<file path="src/rtl/iic_arbiter.sv">
// Round-robin arbiter sharing one iic_master command port between N_REQ
// requesters. One complete single-register transaction is in flight at a
// time. The owner receives a one-cycle ack, plus err when the master never
// started. The owner also receives read data.
//
// Handshake: a requester holds req[i] high with stable fields until it sees
// ack[i]. Fields are captured once at grant. m_send_en is held high until
// m_send_busy is seen high, or until the start timeout expires. Completion
// is the first cycle m_send_busy is seen low after it was seen high.
//
// dbg_state encoding: 0 = IDLE, 1 = WAIT_START, 2 = WAIT_DONE.
module iic_arbiter #(
  parameter int N_REQ         = 3,
  parameter int REG_W         = 16,
  parameter int START_TIMEOUT = 1023
) (
  input  logic                   clk,
  input  logic                   rst,
  input  logic [N_REQ-1:0]       req,
  input  logic [N_REQ*8-1:0]     req_slave_addr,
  input  logic [N_REQ-1:0]       req_rw,
  input  logic [N_REQ*REG_W-1:0] req_reg,
  input  logic [N_REQ*8-1:0]     req_wdata,
  output logic [N_REQ-1:0]       ack,
  output logic [N_REQ-1:0]       err,
  output logic [7:0]             rdata,
  output logic [N_REQ-1:0]       grant,
  output logic [7:0]             m_slave_addr,
  output logic                   m_send_rw,
  output logic [REG_W-1:0]       m_reg_addr,
  output logic [7:0]             m_send_data,
  output logic                   m_send_en,
  input  logic [7:0]             m_recv_data,
  input  logic                   m_send_busy,
  output logic [1:0]             dbg_state
);

  localparam int IDX_W = (N_REQ > 1) ? $clog2(N_REQ) : 1;
  localparam int CNT_W = (START_TIMEOUT > 0) ? $clog2(START_TIMEOUT + 1) : 1;

  typedef enum logic [1:0] {
    S_IDLE       = 2'd0,
    S_WAIT_START = 2'd1,
    S_WAIT_DONE  = 2'd2
  } state_t;

  state_t             state_q, state_d;
  logic [IDX_W-1:0]   last_q, owner_q;
  logic [CNT_W-1:0]   cnt_q;

  logic               pick_valid;
  logic [IDX_W-1:0]   pick_idx;
  logic [N_REQ-1:0]   pick_oh;
  logic [7:0]         sel_addr;
  logic               sel_rw;
  logic [REG_W-1:0]   sel_reg;
  logic [7:0]         sel_wdata;

  logic               do_grant, do_started, do_done, do_timeout;

  assign dbg_state = state_q;

  // Round-robin pick: first set req bit scanning upward from last_q+1, wrapping.
  always_comb begin
    pick_valid = 1'b0;
    pick_idx   = '0;
    pick_oh    = '0;
    for (int k = 1; k <= N_REQ; k++) begin
      for (int i = 0; i < N_REQ; i++) begin
        if (!pick_valid && req[i] &&
            ((int'(last_q) + k == i) || (int'(last_q) + k == i + N_REQ))) begin
          pick_valid = 1'b1;
          pick_idx   = IDX_W'(i);
          pick_oh[i] = 1'b1;
        end
      end
    end
  end

  // Mux the winning slot's transaction fields out of the packed buses.
  always_comb begin
    sel_addr  = '0;
    sel_rw    = 1'b0;
    sel_reg   = '0;
    sel_wdata = '0;
    for (int i = 0; i < N_REQ; i++) begin
      if (pick_oh[i]) begin
        sel_addr  = req_slave_addr[8*i +: 8];
        sel_rw    = req_rw[i];
        sel_reg   = req_reg[REG_W*i +: REG_W];
        sel_wdata = req_wdata[8*i +: 8];
      end
    end
  end

  // Next-state and transaction events; busy start beats the timeout.
  always_comb begin
    state_d    = state_q;
    do_grant   = 1'b0;
    do_started = 1'b0;
    do_done    = 1'b0;
    do_timeout = 1'b0;
    case (state_q)
      S_IDLE: begin
        // Stray master activity blocks new grants until the master is idle.
        if (pick_valid && !m_send_busy) begin
          do_grant = 1'b1;
          state_d  = S_WAIT_START;
        end
      end
      S_WAIT_START: begin
        if (m_send_busy) begin
          do_started = 1'b1;
          state_d    = S_WAIT_DONE;
        end else if (cnt_q == CNT_W'(START_TIMEOUT)) begin
          do_timeout = 1'b1;
          state_d    = S_IDLE;
        end
      end
      S_WAIT_DONE: begin
        if (!m_send_busy) begin
          do_done = 1'b1;
          state_d = S_IDLE;
        end
      end
      default: state_d = S_IDLE;
    endcase
  end

  // State register.
  always_ff @(posedge clk or posedge rst) begin
    if (rst) state_q <= S_IDLE;
    else     state_q <= state_d;
  end

  // Master command fields, grant/ack/err pulses, read data and rotation pointer.
  always_ff @(posedge clk or posedge rst) begin
    if (rst) begin
      m_slave_addr <= '0;
      m_send_rw    <= 1'b0;
      m_reg_addr   <= '0;
      m_send_data  <= '0;
      m_send_en    <= 1'b0;
      ack          <= '0;
      err          <= '0;
      rdata        <= '0;
      grant        <= '0;
      owner_q      <= '0;
      last_q       <= IDX_W'(N_REQ - 1);
      cnt_q        <= '0;
    end else begin
      ack <= '0;
      err <= '0;
      if (do_grant) begin
        m_slave_addr <= sel_addr;
        m_send_rw    <= sel_rw;
        m_reg_addr   <= sel_reg;
        m_send_data  <= sel_wdata;
        m_send_en    <= 1'b1;
        grant        <= pick_oh;
        owner_q      <= pick_idx;
        cnt_q        <= '0;
      end
      if (state_q == S_WAIT_START && !m_send_busy && !do_timeout) begin
        cnt_q <= cnt_q + 1'b1;
      end
      if (do_started) begin
        m_send_en <= 1'b0;
      end
      if (do_timeout || do_done) begin
        m_send_en <= 1'b0;
        ack       <= grant;
        err       <= do_timeout ? grant : '0;
        grant     <= '0;
        last_q    <= owner_q;
        if (do_done && m_send_rw) begin
          rdata <= m_recv_data;
        end
      end
    end
  end

endmodule

</file>
<file path="config.mk">
export PLATFORM = sky130hd
export DESIGN_NAME = iic_arbiter
export DESIGN_NICKNAME = d
export VERILOG_FILES = /design/src/rtl/iic_arbiter.sv
export SDC_FILE = /design/constraint.sdc
export NUM_CORES = 1
export LEC_CHECK = 0
export BUFFER_PORTS_ARGS = -buffer_cell sky130_fd_sc_hd__buf_2
export CAP_MARGIN = 20
export CORE_MARGIN = 2
export CORE_UTILIZATION = 41
export DETAILED_ROUTE_END_ITERATION = 7
export PLACE_DENSITY = 0.84
export RECOVER_POWER = 50
export SYNTH_ARGS = -nofsm -noshare
export SYNTH_HDL_FRONTEND = slang
export SYNTH_SLANG_ARGS = --single-unit
</file>
<file path="constraint.sdc">
create_clock -name clk -period 2 [get_ports clk]
set_input_delay 0 -clock clk [delete_from_list [all_inputs] [get_ports clk]]
set_output_delay 0 -clock clk [all_outputs]
set_load 0.01 [all_outputs]
</file>
# Word-level counts from Yosys, hierarchy flattened
# Index checks and enable logic that the tools add are counted.
# word_totals
register_bits	67
inputBits	113
out_inout_bits	53
word_cells	149
# classes
n_addsub	4
eq_ne	21
n_mux	61
reduce_logical	50
# ops
op	n
32-bit by 3-bit == test with 1-bit output, second input constant	6
32-bit by 2-bit == test with 1-bit output, second input constant	3
32-bit by 4-bit == test with 1-bit output, second input constant	3
32-bit logical NOT	3
16-bit 2-to-1 mux	3
8-bit 2-to-1 mux	6
1-bit 2-to-1 mux	33
2-bit 2-to-1 mux	11
1-bit logical AND	21
10-bit 2-to-1 mux	2
3-bit 2-to-1 mux	5
10-bit by 1-bit adder with 10-bit output, second input constant	1
10-bit == test, second input constant	1
1-bit logical NOT	10
1-bit logical OR	10
3-bit == test, second input constant	3
2-bit by 2-bit adder with 3-bit output, second input constant	2
2-bit one-hot mux with 3 select lines	1
2-bit inequality test, second input constant	2
2-bit nonzero test	2
2-bit by 1-bit adder with 3-bit output, second input constant	1
3-bit inequality test, second input constant	1
3-bit AND reduction	1
3-bit nonzero test	1
4 further kinds	4

# Longest topological paths before layout
# logic_depth
word_depth	43
ltp_mapped	9
depth_no_buf	8

# Worst setup path after synthesis
# OpenSTA, ideal clock, no wires.
# synth_timing
kind	reg-to-reg
start	reg last_q[1]
end	reg m_send_data[0]
setup_ns	0.128
arrival_ns	1.923
t_required_ns	1.872
setup_slack_ns	-0.050
stages_incl_launch_ff	10
path_cell_list	dfstp_2 > inv_1 > ha_1 > nand2b_2 > a211oi_2 > o211ai_2 > nand2_2 > buf_6 > a222oi_1 > nand2_1
# synth_via
elab_chain_len	40
word_cells_on_any_way	78
classes_between	add/sub (3); eq/ne (15); mux (22); reduce/logical (38)
# synth_rtl
item	line	source
from (decl)	48	logic [IDX_W-1:0] last_q, owner_q;
from (signal assigned)	149	last_q <= IDX_W'(N_REQ - 1);
from (signal assigned)	175	last_q <= owner_q;
2-bit by 1-bit adder with 3-bit output	71	((int'(last_q) + k == i) || (int'(last_q) + k == i + N_REQ))) begin
32-bit by 3-bit == test with 1-bit output / 32-bit logical NOT (equally long branches)	71	
1-bit logical OR	71	
1-bit logical AND	70	if (!pick_valid && req[i] &&
1-bit 2-to-1 mux	70	
1-bit logical NOT	70	
1-bit logical AND (2 in series)	70	
1-bit 2-to-1 mux	70	
[21 not listed]	n/a	
1-bit logical AND (2 in series)	70	
1-bit 2-to-1 mux	70	
1-bit logical NOT	70	
1-bit logical AND (2 in series)	70	
1-bit 2-to-1 mux	70	
1-bit logical AND	106	if (pick_valid && !m_send_busy) begin
1-bit 2-to-1 mux	106	
1-bit 2-to-1 mux	103	case (state_q)
to (signal assigned)	158	m_send_data <= sel_wdata;
to (decl)	31	output logic [7:0] m_send_data,
# Several ways; a longest one is shown, not always the timed one.
# A chain may end at the register's enable or synchronous reset.

# Worst setup path after layout
# layout_timing
start	reg last_q[1]
end	reg m_reg_addr[8]
# layout_via
elab_chain_len	40
word_cells_on_any_way	78
classes_between	add/sub (3); eq/ne (15); mux (22); reduce/logical (38)
# layout_rtl
item	line	source
2-bit by 1-bit adder with 3-bit output	71	
32-bit by 3-bit == test with 1-bit output / 32-bit logical NOT (equally long branches)	71	
1-bit logical OR	71	
1-bit logical AND	70	
1-bit 2-to-1 mux	70	
1-bit logical NOT	70	
1-bit logical AND (2 in series)	70	
1-bit 2-to-1 mux	70	
[21 not listed]	n/a	
1-bit logical AND (2 in series)	70	
1-bit 2-to-1 mux	70	
1-bit logical NOT	70	
1-bit logical AND (2 in series)	70	
1-bit 2-to-1 mux	70	
1-bit logical AND	106	
1-bit 2-to-1 mux	106	
1-bit 2-to-1 mux	103	
to (signal assigned)	157	m_reg_addr <= sel_reg;
to (decl)	30	output logic [REG_W-1:0] m_reg_addr,
# Several ways; a longest one is shown, not always the timed one.

==> impl_metrics.py <==
metrics = {
    "run_status": {
        "outcome": "complete, but fails checks",
        "failed_checks": "DRC, setup timing",
    },
    "grt": {
        "grtUsageTotal_pct": 34.4,
        "overflow": 0,
        "grt_max_degree": 36,
        "grt_pass1_wl_mm": 22.4,
        "grt_pass1_vias": 4369,
        "antenna_found_initial": 0,
    },
    "sta": {
        "fmax_ghz": 0.433,
        "worstMarginPinSlew_ns": 1.06,
        "period_share_pct": 115,
        "rsz0062_at_grt": "true",
        "tns_ns": -9.21,
        "min_period_ns": 2.31,
        "finClkSkew_ns": 0.0210,
        "setup_viol": 49,
        "slew_headroom_pct": 29.4,
        "slew_viol_final": 0,
        "layout_setup_ws_ns": -0.309,
        "finalHoldViolCount": 0,
    },
    "worst_hold_path": {
        "min_path_type": "input port to register",
    },
    "yosys": {
        "syn_area_um2": 3150,
        "synth_edf_count": 0,
        "synthTopCellsByArea": "dfrtp_1, a222oi_1, nand2_1, mux2_2, buf_6",
        "ys_seq_area_share_pct": 53.3,
        "ys.flop_type": "dfrtp_1",
        "syn-num-nets": 417,
        "ys_ff_latch": 67,
        "synthCells": 300,
        "synth_top_area_share_pct": 52.4,
        "ys_types": 43,
        "synth_top_area_cell": "dfrtp_1",
        "synth_common_cells": "nand2_1, dfrtp_1, a222oi_1, o21ai_0",
        "ys_warn_count": 0,
        "synthArstFlopShare_pct": 100,
        "yosysMostFrequentCell": "nand2_1",
        "syn_area_per_cell_um2": 10.5,
    },
    "cts": {
        "ctsRootBufferMaster": "clkbuf_8",
        "clockBufferDepth": 2,
        "clock_sinks": 67,
        "cts_tree": "done",
        "h-tree-depth": 3,
        "insertion_delay_ns": 0.36,
        "numCtsBuffers": 9,
        "clk_pin_slew_ns": 0.10,
    },
    "place": {
        "dp_cells": 570,
        "io_buffers": 165,
        "gp_congestion": 0.861,
        "dpl_cell_area_um2": 4220,
        "dpl.hpwl_mm": 6.99,
    },
    "floorplanning": {
        "start_util_pct": 43.0,
        "rows": 31,
        "core_area_um2": 7330,
        "die-area_um2": 8400,
        "fp.dieW_um": 91.7,
        "ios": 166,
        "fp.dieH_um": 91.7,
    },
    "final_layout": {
        "drive_gt1_share_pct": 34.6,
        "syn_to_final_growth_pct": 81.9,
        "postLayoutCellArea_um2": 5730,
        "fillers": 382,
        "fin_util_pct": 78.2,
        "seq_area_um2": 1680,
        "final_cell_count_no_fill": 711,
        "multi_input_area_um2": 1440,
        "fin_nets": 722,
    },
    "critical_path": {
        "start_kind": "register",
        "crit_fanout": 21,
        "cp.arrival_ns": 2.52,
        "worst-setup-path-type": "register to register",
        "end_kind": "register",
        "worstPathRequired_ns": 2.22,
    },
    "power_and_ir_drop": {
        "combPwrFrac_pct": 51.5,
        "switching_share_pct": 41.2,
        "max-vdd-ir-drop_mv": 0.764,
        "pwr-share-seq_pct": 31.7,
        "p_clk_share_pct": 16.8,
        "p_switching_mw": 2.96,
        "leakage_nw": 2.71,
        "powerDensity_nw_per_um2": 1250,
        "p_int_mw": 4.22,
    },
    "job": {
        "drv_cap": 0,
    },
    "detailed_routing": {
        "dr.pass1.iters": 8,
        "drcViolationCount": 70,
        "vias": 4293,
        "drt-initial-drc-count": 598,
        "drt-total-wl_mm": 15.9,
        "detail_route.wl_per_cell_um": 22.4,
        "via_per_inst": 6.04,
        "ant_nets": 0,
    },
}
through the flow:
step / worst slack [ns] / power, mW / hold slack (ns)
2_1_floorplan: 0.00151 / 3.91 / 0.105
3_3_place_gp: -0.0616 / 4.91 / 0.0582
3_5_place_dp: -0.150 / 5.05 / 0.0782
4_1_cts: -0.0819 / 6.54 / 0.248
5_1_grt: -0.587 / 7.47 / 0.403
6_report: -0.309 / 7.18 / 0.384
cell families (layout without fill, tap and decap cells):
logic type	after synthesis	in the layout	synth area share, %
compound gates	73	73	19.4
xor+xnor	4	4	1.11
fa+ha+maj	4	4	1.59
buf+inv	21	331	4.41
flops	67	67	53.3
mux	8	8	2.86
other cells	0	2	0
simple gates	123	123	17.4
sequential cells by signal (all words and copies together) (netlist names):
| name | count |
|---|---|
| rdata | 8 |
| m_send_data | 8 |
| grant | 3 |
| dbg_state | 2 |
| owner_q | 2 |
| m_reg_addr | 16 |
| m_send_rw | 1 |
| ack | 3 |
| err | 3 |
| last_q | 2 |
| m_slave_addr | 8 |
| m_send_en | 1 |
| cnt_q | 10 |
area by class of cell:
cell class / instances / area share (%)
repair buffers: 308 / 39.1
clock inverters: 6 / 1.27
well taps: 99 / 2.16
clock buffers: 10 / 2.40
diodes: 2 / 0.0873
flip-flops and latches: 67 / 29.3
inverters: 7 / 0.502
multi-input cells: 212 / 25.2
repair_timing:
item / CTS / global route
pin swaps: 27 / 13
resized for setup: 16 / 25
hold buffers: 109 / 0
setup endpoints to repair: 39 / 49
hold endpoints to repair: 65 / 0
setup buffers: 5 / 5
gates cloned: 0 / 4
worst max-delay path, cell delays in order, from the launching register on:
cell and delay, ns:
dfstp_2 0.57, inv_4 0.05, ha_4 0.23, nand2b_4 0.10
a211oi_4 0.07, o211ai_2 0.21, nand2_2 0.14, buf_12 0.19
a222oi_1 0.49, nand2_1 0.10
final timing paths:
path / slack [ns] / cells past startpoint / endpoint / startpoint
worst max-delay path: -0.31 / 9 / m_reg_addr[8] / last_q[1]
worst min-delay path: 0.38 / 6 / m_slave_addr[0] / req[2]
worst max register to register: -0.31 / 9 / m_reg_addr[8] / last_q[1]
worst min register to register: 0.51 / 1 / rdata[0] / rdata[0]
max in group asynchronous: 0.54 / 4 / m_slave_addr[4] / rst
min in group asynchronous: 0.44 / 3 / rdata[7] / rst
placed cells by master, fill, tap and decap left out, types with 3 or more instances in the layout:
master	n
buf_6	6
o21ai_1	8
a222oi_1	33
and3_1	4
nand2b_1	3
clkbuf_8	10
nor2_1	7
clkinv_4	3
inv_1	4
buf_2	119
ha_2	3
o21ai_2	4
nand3_1	7
and2_1	6
dlygate4sd3_1	109
buf_12	5
nand2_1	78
dfrtp_1	66
nand2_2	4
clkbuf_1	46
mux2_2	8
buf_4	20
nand4_1	3
xor2_1	4
power by group through the flow:
stage | combinational, mW | sequential [mW] | clock, mW
2_1_floorplan | 1.57 | 2.35 | 0
3_3_place_gp | 2.74 | 2.18 | 0
3_5_place_dp | 2.85 | 2.20 | 0
4_1_cts | 3.16 | 2.18 | 1.19
5_1_grt | 3.89 | 2.32 | 1.26
6_report | 3.70 | 2.27 | 1.21
per-layer routing:
metal  vias up  track usage (%)  share of wire (%)
met5         -                0                  0
met4         0             21.8                7.6
met3       140             7.89                9.8
met2       431             57.0                 48
met1      1993             40.0                 35
li1       1729                -                  -
No activity file was read; power rests on OpenSTA's default activity.
